[config.mk]
export PLATFORM = sky130hd
export DESIGN_NAME = tinker_mem_arbiter
export DESIGN_NICKNAME = d
export VERILOG_FILES = /design/src/rtl/tinker_arb_pkg.sv /design/src/rtl/tinker_arb_prio.sv /design/src/rtl/tinker_mem_arbiter.sv
export SDC_FILE = /design/constraint.sdc
export NUM_CORES = 1
export LEC_CHECK = 0
export ABC_CLOCK_PERIOD_IN_PS = 6200
export BUFFER_PORTS_ARGS = -buffer_cell sky130_fd_sc_hd__buf_2
export CORE_AREA = 4 4 189 191
export CTS_BUF_LIST = sky130_fd_sc_hd__clkbuf_8
export CTS_CLUSTER_DIAMETER = 120
export CTS_CLUSTER_SIZE = 24
export DETAILED_ROUTE_END_ITERATION = 10
export DIE_AREA = 0 0 193 195
export MAX_ROUTING_LAYER = met4
export PLACE_DENSITY = 0.63
export SYNTH_ARGS = -nofsm -noshare
export SYNTH_HDL_FRONTEND = slang
export SYNTH_SLANG_ARGS = --single-unit
[constraint.sdc]
create_clock -name clk -period 6.2 [get_ports clk]
set_input_delay 1.24 -clock clk [delete_from_list [all_inputs] [get_ports clk]]
set_output_delay 1.24 -clock clk [all_outputs]
set_load 0.01 [all_outputs]
[src/rtl/tinker_arb_pkg.sv]
// Shared types and constants for the tinker memory-port arbiter.
// Purely declarative: no logic, no latency, no flow control of its own.
package tinker_arb_pkg;

    typedef enum logic [1:0] {
        IDLE  = 2'd0,
        ISSUE = 2'd1,
        WAIT  = 2'd2,
        RESP  = 2'd3
    } arb_state_t;

    localparam logic OWNER_FETCH = 1'b0;
    localparam logic OWNER_DATA  = 1'b1;

    localparam logic SIZE_WORD   = 1'b0;
    localparam logic SIZE_DWORD  = 1'b1;

    localparam longint unsigned DEF_MEM_BYTES = 64'd524288;

endpackage

[src/rtl/tinker_arb_prio.sv]
// Fetch/data winner select with a saturating data-streak counter; combinational grant.
// A ready is raised only for a valid winner while the arbiter is idle; everything else waits.
module tinker_arb_prio
    import tinker_arb_pkg::*;
#(
    parameter int unsigned MAX_DATA_STREAK = 4
) (
    input  logic clk,
    input  logic reset_n,
    input  logic i_idle,
    input  logic i_if_vld,
    input  logic i_d_vld,
    output logic o_if_rdy,
    output logic o_d_rdy
);

    localparam int SW = $clog2(MAX_DATA_STREAK + 1);

    logic [SW-1:0] r_streak;
    logic          w_streak_full;
    logic          w_fetch_win;

    assign w_streak_full = (r_streak == SW'(MAX_DATA_STREAK));
    // Data normally wins; a pending fetch is forced through once the streak is exhausted.
    assign w_fetch_win   = i_if_vld && (!i_d_vld || w_streak_full);
    assign o_if_rdy      = i_idle && w_fetch_win;
    assign o_d_rdy       = i_idle && i_d_vld && !w_fetch_win;

    always_ff @(posedge clk or negedge reset_n) begin
        if (!reset_n) begin
            r_streak <= '0;
        end else if (o_if_rdy) begin
            r_streak <= '0;
        end else if (o_d_rdy) begin
            if (!i_if_vld) begin
                r_streak <= '0;
            end else if (!w_streak_full) begin
                r_streak <= r_streak + SW'(1);
            end
        end
    end

endmodule

[src/rtl/tinker_mem_arbiter.sv]
// Single-outstanding fetch/data arbiter for the tinker memory port; accept N -> mem_req N+1, mem_rsp M -> rsp M+1.
// Requesters see ready low while busy; mem fields hold until mem_req_ready. Optional timeout: TINKER_ARB_TIMEOUT_EN.
module tinker_mem_arbiter
    import tinker_arb_pkg::*;
#(
    parameter int unsigned     ADDR_W          = 64,
    parameter longint unsigned MEM_BYTES       = DEF_MEM_BYTES,
    parameter int unsigned     MAX_DATA_STREAK = 4
`ifdef TINKER_ARB_TIMEOUT_EN
    ,
    parameter int unsigned     TIMEOUT_CYCLES  = 64
`endif
) (
    input  logic              clk,
    input  logic              reset_n,
    input  logic              if_req_valid,
    output logic              if_req_ready,
    input  logic [ADDR_W-1:0] if_addr,
    output logic              if_rsp_valid,
    output logic [31:0]       if_rsp_data,
    input  logic              d_req_valid,
    output logic              d_req_ready,
    input  logic [ADDR_W-1:0] d_addr,
    input  logic              d_we,
    input  logic [63:0]       d_wdata,
    output logic              d_rsp_valid,
    output logic [63:0]       d_rsp_data,
    output logic              mem_req_valid,
    input  logic              mem_req_ready,
    output logic [ADDR_W-1:0] mem_addr,
    output logic              mem_we,
    output logic              mem_size,
    output logic [63:0]       mem_wdata,
    input  logic              mem_rsp_valid,
    input  logic [63:0]       mem_rdata,
    output logic              rsp_err,
    output logic              busy,
    output logic              owner
);

    arb_state_t        r_state;
    logic              r_busy, r_owner, r_rsp_err;
    logic              r_mem_req_valid, r_mem_we, r_mem_size;
    logic [ADDR_W-1:0] r_mem_addr;
    logic [63:0]       r_mem_wdata, r_d_rsp_data;
    logic              r_if_rsp_valid, r_d_rsp_valid;
    logic [31:0]       r_if_rsp_data;

    logic              w_idle, w_if_rdy, w_d_rdy, w_acc;
    logic [ADDR_W-1:0] w_sel_addr;
    logic [ADDR_W:0]   w_sel_end;
    logic              w_oob_acc, w_mem_done, w_timeout, w_enter_resp, w_resp_owner;

    tinker_arb_prio #(.MAX_DATA_STREAK(MAX_DATA_STREAK)) u_prio (
        .clk      (clk),
        .reset_n  (reset_n),
        .i_idle   (w_idle),
        .i_if_vld (if_req_valid),
        .i_d_vld  (d_req_valid),
        .o_if_rdy (w_if_rdy),
        .o_d_rdy  (w_d_rdy)
    );

    assign w_idle     = (r_state == IDLE);
    assign w_acc      = w_if_rdy || w_d_rdy;
    assign w_sel_addr = w_d_rdy ? d_addr : if_addr;
    // One extra bit so an access near the top of the address space cannot wrap past the check.
    assign w_sel_end  = {1'b0, w_sel_addr} + (w_d_rdy ? (ADDR_W+1)'(8) : (ADDR_W+1)'(4));
    assign w_oob_acc  = w_acc && (w_sel_end > (ADDR_W+1)'(MEM_BYTES));
    assign w_mem_done = ((r_state == ISSUE) && mem_req_ready && mem_rsp_valid) ||
                        ((r_state == WAIT) && mem_rsp_valid);

`ifdef TINKER_ARB_TIMEOUT_EN
    localparam int TW = $clog2(TIMEOUT_CYCLES + 1);
    logic [TW-1:0] r_to_cnt;

    always_ff @(posedge clk or negedge reset_n) begin
        if (!reset_n) begin
            r_to_cnt <= '0;
        end else if ((r_state == ISSUE) || (r_state == WAIT)) begin
            r_to_cnt <= r_to_cnt + TW'(1);
        end else begin
            r_to_cnt <= '0;
        end
    end

    assign w_timeout = ((r_state == ISSUE) || (r_state == WAIT)) && !w_mem_done &&
                       (r_to_cnt == TW'(TIMEOUT_CYCLES - 1));
`else
    assign w_timeout = 1'b0;
`endif

    assign w_enter_resp = w_oob_acc || w_mem_done || w_timeout;
    assign w_resp_owner = w_oob_acc ? w_d_rdy : r_owner;

    always_ff @(posedge clk or negedge reset_n) begin
        if (!reset_n) begin
            r_state         <= IDLE;
            r_busy          <= 1'b0;
            r_owner         <= OWNER_FETCH;
            r_rsp_err       <= 1'b0;
            r_mem_req_valid <= 1'b0;
            r_mem_addr      <= '0;
            r_mem_we        <= 1'b0;
            r_mem_size      <= SIZE_WORD;
            r_mem_wdata     <= '0;
            r_if_rsp_valid  <= 1'b0;
            r_if_rsp_data   <= '0;
            r_d_rsp_valid   <= 1'b0;
            r_d_rsp_data    <= '0;
        end else begin
            if (w_idle && w_acc) begin
                r_busy      <= 1'b1;
                r_owner     <= w_d_rdy ? OWNER_DATA : OWNER_FETCH;
                r_mem_addr  <= w_sel_addr;
                r_mem_we    <= w_d_rdy && d_we;
                r_mem_size  <= w_d_rdy ? SIZE_DWORD : SIZE_WORD;
                r_mem_wdata <= w_d_rdy ? d_wdata : 64'd0;
                if (!w_oob_acc) begin
                    r_state         <= ISSUE;
                    r_mem_req_valid <= 1'b1;
                end
            end
            if ((r_state == ISSUE) && mem_req_ready && !mem_rsp_valid) begin
                r_state         <= WAIT;
                r_mem_req_valid <= 1'b0;
            end
            // Later assignments win: any completion, error or timeout lands in RESP.
            if (w_enter_resp) begin
                r_state         <= RESP;
                r_mem_req_valid <= 1'b0;
                r_rsp_err       <= !w_mem_done;
                if (w_resp_owner == OWNER_DATA) begin
                    r_d_rsp_valid <= 1'b1;
                    r_d_rsp_data  <= (w_mem_done && !r_mem_we) ? mem_rdata : 64'd0;
                end else begin
                    r_if_rsp_valid <= 1'b1;
                    r_if_rsp_data  <= w_mem_done ? mem_rdata[31:0] : 32'd0;
                end
            end
            if (r_state == RESP) begin
                r_state        <= IDLE;
                r_busy         <= 1'b0;
                r_rsp_err      <= 1'b0;
                r_if_rsp_valid <= 1'b0;
                r_d_rsp_valid  <= 1'b0;
            end
        end
    end

    assign if_req_ready  = w_if_rdy;
    assign d_req_ready   = w_d_rdy;
    assign if_rsp_valid  = r_if_rsp_valid;
    assign if_rsp_data   = r_if_rsp_data;
    assign d_rsp_valid   = r_d_rsp_valid;
    assign d_rsp_data    = r_d_rsp_data;
    assign mem_req_valid = r_mem_req_valid;
    assign mem_addr      = r_mem_addr;
    assign mem_we        = r_mem_we;
    assign mem_size      = r_mem_size;
    assign mem_wdata     = r_mem_wdata;
    assign rsp_err       = r_rsp_err;
    assign busy          = r_busy;
    assign owner         = r_owner;

endmodule
=== Yosys cells after proc, flatten, opt, wreduce, memory -nomap -nowiden ===
Cells that the tools add are included.

* Add/subtract/negate cells: 2
* Order comparisons: 1
* Equality and inequality tests: 8
* Muxes and demuxes: 30
* Bitwise operators: 1
* Reduce and logical (&&, ||, !) cells: 35

{| class="wikitable"
|+ Operator list
! kind !! count
|-
| 64-bit two-way mux || 3
|-
| 64-bit by 4-bit adder with 65-bit output || 1
|-
| 65-bit by 20-bit > comparator with 1-bit output (second input constant) || 1
|-
| 32-bit two-way mux || 1
|-
| 1-bit two-way mux || 16
|-
| 2-bit AND reduction || 7
|-
| 1-bit logical AND || 12
|-
| 3-bit two-way mux || 4
|-
| 2-bit two-way mux || 5
|-
| 2-bit nonzero test || 4
|-
| 1-bit logical NOT || 5
|-
| 2-bit equality test (second input constant) || 2
|-
| 1-bit logical OR || 4
|-
| 4-bit two-way mux || 1
|-
| 4-bit by 1-bit inequality test with 1-bit output (second input constant) || 1
|-
| 4-bit nonzero test || 1
|-
| 3-bit by 1-bit adder with 3-bit output (second input constant) || 1
|-
| 3-bit equality test (second input constant) || 1
|-
| 3-bit by 1-bit inequality test with 1-bit output (second input constant) || 1
|-
| 3-bit inequality test (second input constant) || 1
|-
| 3-bit nonzero test || 1
|-
| 2-bit by 1-bit equality test with 1-bit output (second input constant) || 1
|-
| 2-bit logical NOT || 1
|-
| 2-bit by 1-bit inequality test with 1-bit output (second input constant) || 1
|-
| 1-bit inverter || 1
|}

* Flip-flop bits (word level): 236
* Bits of input ports: 263
* Output and inout port bits: 234
* Logic and storage cells: 90

=== Logic depth before layout (Yosys ltp) ===
* Depth after elaboration: 14
* Depth in mapped cells: 26

=== By module ===
Synthesis repeated with hierarchy kept, for this count alone.

* Cell total of the unflattened synthesis: 1225
* Area total of the unflattened synthesis: 12350.6 um^2

{| class="wikitable"
|+ Modules (own cells, without submodules)
! module !! instances !! cells each !! area an instance (um^2) !! seq. area each (um^2)
|-
| tinker_mem_arbiter || 1 || 1205 || 12154.2 || 5830.6
|-
| tinker_arb_prio || 1 || 20 || 196.4 || 75.1
|}

=== Worst setup path before layout ===
Ideal clock, no wire load.

* Kind: input-to-reg
* Start point: in d_req_valid
* End point: reg r_d_rsp_data[35] (netlist: d_rsp_data[35])
* Library setup time: 0.079 ns
* Arrival time: 5.760 ns
* Path slack: 0.361 ns
* Stages on the path: 23
* Path buffers: 7
* Cell sequence: nor3b_2 > nand2_2 > inv_2 > buf_6 > buf_4 > buf_4 > buf_4 > clkbuf_1 > o21a_1 > ha_1 > and3_1 > clkbuf_1 > nand3_1 > a2111oi_0 > o22a_1 > o211a_1 > o2111ai_1 > nor4_1 > o211ai_1 > or3_4 > a22oi_4 > buf_6 > mux2i_1

* Longest elaborated chain between the ends: 11

{| class="wikitable"
|+ RTL lines
! what !! line !! text
|-
| from (decl) || tinker_mem_arbiter.sv:21 || <nowiki>input logic d_req_valid,</nowiki>
|-
| 1-bit logical NOT || tinker_arb_prio.sv:25 || <nowiki>assign w_fetch_win = i_if_vld && (!i_d_vld || w_streak_full);</nowiki>
|-
| 1-bit logical OR || tinker_arb_prio.sv:25 ||
|-
| 1-bit logical AND || tinker_arb_prio.sv:25 ||
|-
| 1-bit logical NOT || tinker_arb_prio.sv:27 || <nowiki>assign o_d_rdy = i_idle && i_d_vld && !w_fetch_win;</nowiki>
|-
| 1-bit logical AND * || tinker_arb_prio.sv:27 ||
|-
| named net d_req_ready || tinker_mem_arbiter.sv:22 || <nowiki>output logic d_req_ready,</nowiki>
|-
| 64-bit two-way mux / 4-bit two-way mux (equally long branches) || tinker_mem_arbiter.sv:66, tinker_mem_arbiter.sv:68 ||
|-
| 64-bit by 4-bit adder with 65-bit output || tinker_mem_arbiter.sv:68 || <nowiki>assign w_sel_end = {1'b0, w_sel_addr} + (w_d_rdy ? (ADDR_W+1)'(8) : (ADDR_W+1)'(4));</nowiki>
|-
| 65-bit by 20-bit > comparator with 1-bit output || tinker_mem_arbiter.sv:69 || <nowiki>assign w_oob_acc = w_acc && (w_sel_end > (ADDR_W+1)'(MEM_BYTES));</nowiki>
|-
| 1-bit logical AND || tinker_mem_arbiter.sv:69 ||
|-
| 1-bit two-way mux / 1-bit logical OR (equally long branches) || tinker_mem_arbiter.sv:94, tinker_mem_arbiter.sv:93 ||
|-
| 2-bit AND reduction (no line) * || n/a ||
|-
| to (signal assigned) || tinker_mem_arbiter.sv:135 || <nowiki>r_d_rsp_data <= (w_mem_done && !r_mem_we) ? mem_rdata : 64'd0;</nowiki>
|-
| to (decl) || tinker_mem_arbiter.sv:45 || <nowiki>logic [63:0] r_mem_wdata, r_d_rsp_data;</nowiki>
|}

Mark *: on every way through the listed nets, which the timed path passes. The rest lies on a longest branch.
A chain may end at the register's enable or synchronous reset.

=== Final worst setup path ===
* Start point: in d_req_valid
* End point: reg r_d_rsp_data[25] (netlist: d_rsp_data[25])

* Longest elaborated chain between the ends: 11

{| class="wikitable"
|+ RTL lines
! what !! line
|-
| 1-bit logical NOT || tinker_arb_prio.sv:25
|-
| 1-bit logical OR || tinker_arb_prio.sv:25
|-
| 1-bit logical AND || tinker_arb_prio.sv:25
|-
| 1-bit logical NOT || tinker_arb_prio.sv:27
|-
| 1-bit logical AND || tinker_arb_prio.sv:27
|-
| 64-bit two-way mux / 4-bit two-way mux (equally long branches) || tinker_mem_arbiter.sv:66, tinker_mem_arbiter.sv:68
|-
| 64-bit by 4-bit adder with 65-bit output || tinker_mem_arbiter.sv:68
|-
| 65-bit by 20-bit > comparator with 1-bit output || tinker_mem_arbiter.sv:69
|-
| 1-bit logical AND || tinker_mem_arbiter.sv:69
|-
| 1-bit two-way mux / 1-bit logical OR (equally long branches) || tinker_mem_arbiter.sv:94, tinker_mem_arbiter.sv:93
|-
| 2-bit AND reduction (no line) * || n/a
|}

Every way passes the cells marked *; elsewhere a longest branch is shown, timed or not.

==> flow_summary.yaml <==
status:
  result_of_the_run: "completed"
sta:
  max-slew-margin-rel_pct: 29.9
  setup_total_negative_slack_ps: 0
  min_period_ps: 5200
  highest_attainable_clock_frequency_mhz: 192
  max_slew.worst_pin.slew_ps: 1050
  final-max-slew-violation-count: 0
  finalCritPeriodShare_pct: 83.8
  fin_ws_ps: 1000
  grt_setup_unrepaired: "no"
  setup_viol: 0
  clock_skew_ps: 26.8
  hold_viol_final: 0
routing:
  route.detailed.wl_per_inst_um: 22.4
  wirelength_um: 49900
  vias_per_cell: 5.72
  route.vias.total: 12800
  drcViolationCount: 0
  final_ant_viol_nets: 0
  drt_pass1_iterations: 5
  drtIter0Drc: 1138
synth:
  synth_sequential_area_ratio_pct: 46.1
  count_of_flip_flops_with_a_built_in_enable_after_synthesis: 0
  synthCells: 1327
  synth_top_area_share_pct: 46.1
  synthDistinctLibCells: 84
  postSynthAreaPerCell_um2: 9.65
  synthMostInstantiatedCell: "sky130_fd_sc_hd__dfrtp_1"
  yosysWarnings: 0
  yosys_most_used_dff: "sky130_fd_sc_hd__dfrtp_1"
  synthesis.area_um2: 12800
  synthTopCellsByCount: "sky130_fd_sc_hd__dfrtp_1 (236), sky130_fd_sc_hd__nand2_1 (173), sky130_fd_sc_hd__a22o_1 (132)"
  flop_and_latch_count_out_of_synthesis: 236
  async_flop_share_pct: 100
  yosysTopAreaCell: "sky130_fd_sc_hd__dfrtp_1"
  synth.area.top_cells: "sky130_fd_sc_hd__dfrtp_1 (46%), sky130_fd_sc_hd__a22o_1 (9.0%), sky130_fd_sc_hd__mux2i_1 (5.7%)"
  mappedNetlistNets: 1593
setup_path:
  setup.worst_path.start: "d_req_valid"
  critical_path.reg2reg.startpoint: "u_prio.r_streak[0]$_DFFE_PN0P_"
  cp-end-kind: "flip-flop"
  worstSetupStartpointType: "input port"
  cp_data_required_time_ps: 6630
  cpMaxStageDelayCell: "sky130_fd_sc_hd__a2111oi_0"
  cp_common_cell: "sky130_fd_sc_hd__a22o_1"
  critical_path_class: "input port to flip-flop"
  cp_max_fo: 32
  cp_slowest_stage_delay_ps: 670
  worstPathCellList: "buf_2, nor3b_2, nand2_4, inv_6, o21a_1, ha_1, and3_1, nand3_1, a2111oi_0, o22a_1, o211a_1, o2111ai_1, nor4_1, o211ai_1, or3_4, a22o_1, buf_4, a22o_1"
  arrival_time_reported_for_the_critical_path_endpoint_ps: 5630
layout:
  layout.nets: 2033
  fillCellCount: 3363
  stdcell_area_um2: 16000
  final_layout_size_suffix_gt1_share_pct: 32.1
  layout-area-overhead-vs-synth_pct: 24.6
  layoutNonFillerInstCount: 2232
clock_tree:
  insertion_delay_ps: 550
  cts.reportedPaths.clkPinSlew_ps: 140
  cts-root-buf: "sky130_fd_sc_hd__clkbuf_8"
  tritoncts_num_sinks: 236
  cts-htree-levels: 1
  post_cts.resized_instances: 0
  cts_setup_buffers: 0
  postCtsHoldBufs: 0
  cts_inserted_buffers: 14
  cts_buffer_depth: 3
  clock_tree_from_tritoncts: "done"
die:
  design.die.area_um2: 37600
  fp.dieW_um: 193
  rows: 68
  die_y_um: 195
  num_io_pins: 497
  initial_core_util_pct: 37.5
  core_region_area_um2: 34100
hold_path:
  hold_start: "mem_addr[23]$_DFFE_PN0P_"
  hold_path_class: "flip-flop to flip-flop"
placement:
  io_buffers: 496
  place.detailed.hpwl_um: 38300
  gp_congestion: 1.01
  placed_cells_incl_taps: 2206
  post_dp_cell_area_um2: 15700
  post-place-ws_ps: 539
grt:
  grt.total_usage_pct: 25.6
  via_count_of_the_first_global_routing_pass: 12500
  largest_net_degree_at_the_start_of_global_routing: 125
  grt_pass1_wl_um: 74200
  grt_antenna_before_repair: 8
  globalRoute.totalOverflow: 0
power_and_ir_drop:
  switching_share_pct: 42.5
  static_leakage_uw: 0.00772
  worst_ir_drop_vdd_mv: 0.229
  power_frac_seq_pct: 39.6
  p_int_uw: 3900
  pwr-share-clk_pct: 11.7
  net-switching-power_uw: 2880
  power.density_cell_area_nw_per_um2: 425
  power.share.combinational_pct: 48.7
job:
  cap_violations: 0
[routing by layer]
layer / part of all wire (%) / vias up / track usage, % / routed length [um]
li1: - / 5845 / - / -
met1: 40 / 6126 / 32.9 / 20100
met2: 47 / 689 / 41.4 / 23600
met3: 8.8 / 117 / 4.81 / 4400
met4: 3.6 / 0 / 7.87 / 1790
met5: 0 / - / - / 0
[cells in the final DEF, fill, tap and decap left out, types with 10 or more instances in the layout]
cell type | Yosys | routed
sky130_fd_sc_hd__buf_2 | 20 | 495
sky130_fd_sc_hd__dfrtp_1 | 236 | 236
sky130_fd_sc_hd__nand2_1 | 173 | 173
sky130_fd_sc_hd__a22o_1 | 132 | 132
sky130_fd_sc_hd__mux2i_1 | 73 | 73
sky130_fd_sc_hd__nor2_1 | 67 | 65
sky130_fd_sc_hd__o21ai_0 | 55 | 54
sky130_fd_sc_hd__nand4_1 | 52 | 52
sky130_fd_sc_hd__inv_1 | 43 | 44
sky130_fd_sc_hd__nand3_1 | 44 | 44
sky130_fd_sc_hd__a31oi_1 | 38 | 38
sky130_fd_sc_hd__and3_1 | 25 | 25
sky130_fd_sc_hd__xnor2_1 | 25 | 25
sky130_fd_sc_hd__a21oi_1 | 24 | 24
sky130_fd_sc_hd__nor3_1 | 23 | 23
sky130_fd_sc_hd__nor4_1 | 23 | 23
sky130_fd_sc_hd__buf_4 | 5 | 18
sky130_fd_sc_hd__clkbuf_8 | 0 | 15
sky130_fd_sc_hd__xor2_1 | 14 | 14
sky130_fd_sc_hd__o22ai_1 | 11 | 11
sky130_fd_sc_hd__or3_1 | 10 | 10
[cell families (layout without fill, tap and decap cells)]
logic type | count (synthesis) | in the layout | synth area share (%)
simple gates | 481 | 481 | 19.3
compound gates | 349 | 349 | 20.5
flops | 236 | 236 | 46.1
buf+inv | 138 | 581 | 4.68
mux | 81 | 81 | 6.41
xor+xnor | 39 | 39 | 2.67
fa+ha+maj | 3 | 3 | 0.293
other cells | 0 | 7 | 0
[through the flow]
step	total power (uW)	utilization, %	hold slack, ps
2_1_floorplan	4580	-	485
3_3_place_gp	6000	46.0	456
3_5_place_dp	6040	46.0	463
4_1_cts	6850	46.7	497
5_1_grt	7240	46.8	517
6_report	6780	46.8	493
[power groups by stage]
stage / sequential, uW / combinational, uW / clock, uW
2_1_floorplan: 3020 / 1560 / 0
3_5_place_dp: 2710 / 3330 / 0
6_report: 2690 / 3300 / 793
4_1_cts: 2680 / 3350 / 825
3_3_place_gp: 2700 / 3290 / 0
5_1_grt: 2770 / 3600 / 873
[area by class of cell]
cell class	count	area (um2)	share of cell area (%)
antenna	7	17.5	0.110
clock buffer	15	206	1.29
clock inverter	4	58.8	0.368
inverter	44	170	1.07
multi-input combinational	953	6320	39.6
sequential	236	5910	37.0
tap	455	569	3.57
timing repair buffer	518	2710	17.0
[registers in the layout, summed over array words and instances, names as in the netlist]
| name | cells |
|---|---|
| mem_size | 1 |
| u_prio.r_streak | 3 |
| busy | 1 |
| mem_wdata | 64 |
| rsp_err | 1 |
| r_state | 2 |
| if_rsp_data | 32 |
| mem_addr | 64 |
| if_rsp_valid | 1 |
| d_rsp_valid | 1 |
| d_rsp_data | 64 |
| mem_we | 1 |
| mem_req_valid | 1 |
[critical path: cells and delay by family]
family | cells | cell delay, ps
AOI/OAI and AO/OA | 8 | 1930
adders and majority gates | 1 | 260
buffers and inverters | 3 | 480
and+or+nand+nor | 6 | 1710
[worst paths after layout]
| kind | to | slack [ps] | cells past startpoint |
|---|---|---|---|
| max | d_rsp_data[25]$_DFFE_PN0P_ | 1000 | 18 |
| min | mem_addr[23]$_DFFE_PN0P_ | 490 | 2 |
| max reg2reg | d_rsp_data[25]$_DFFE_PN0P_ | 1210 | 20 |
| min reg2reg | mem_addr[23]$_DFFE_PN0P_ | 490 | 2 |
| max in group asynchronous | d_rsp_data[32]$_DFFE_PN0P_ | 4360 | 2 |
| min in group asynchronous | mem_addr[33]$_DFFE_PN0P_ | 680 | 1 |
No activity file was read; power rests on OpenSTA's default activity.
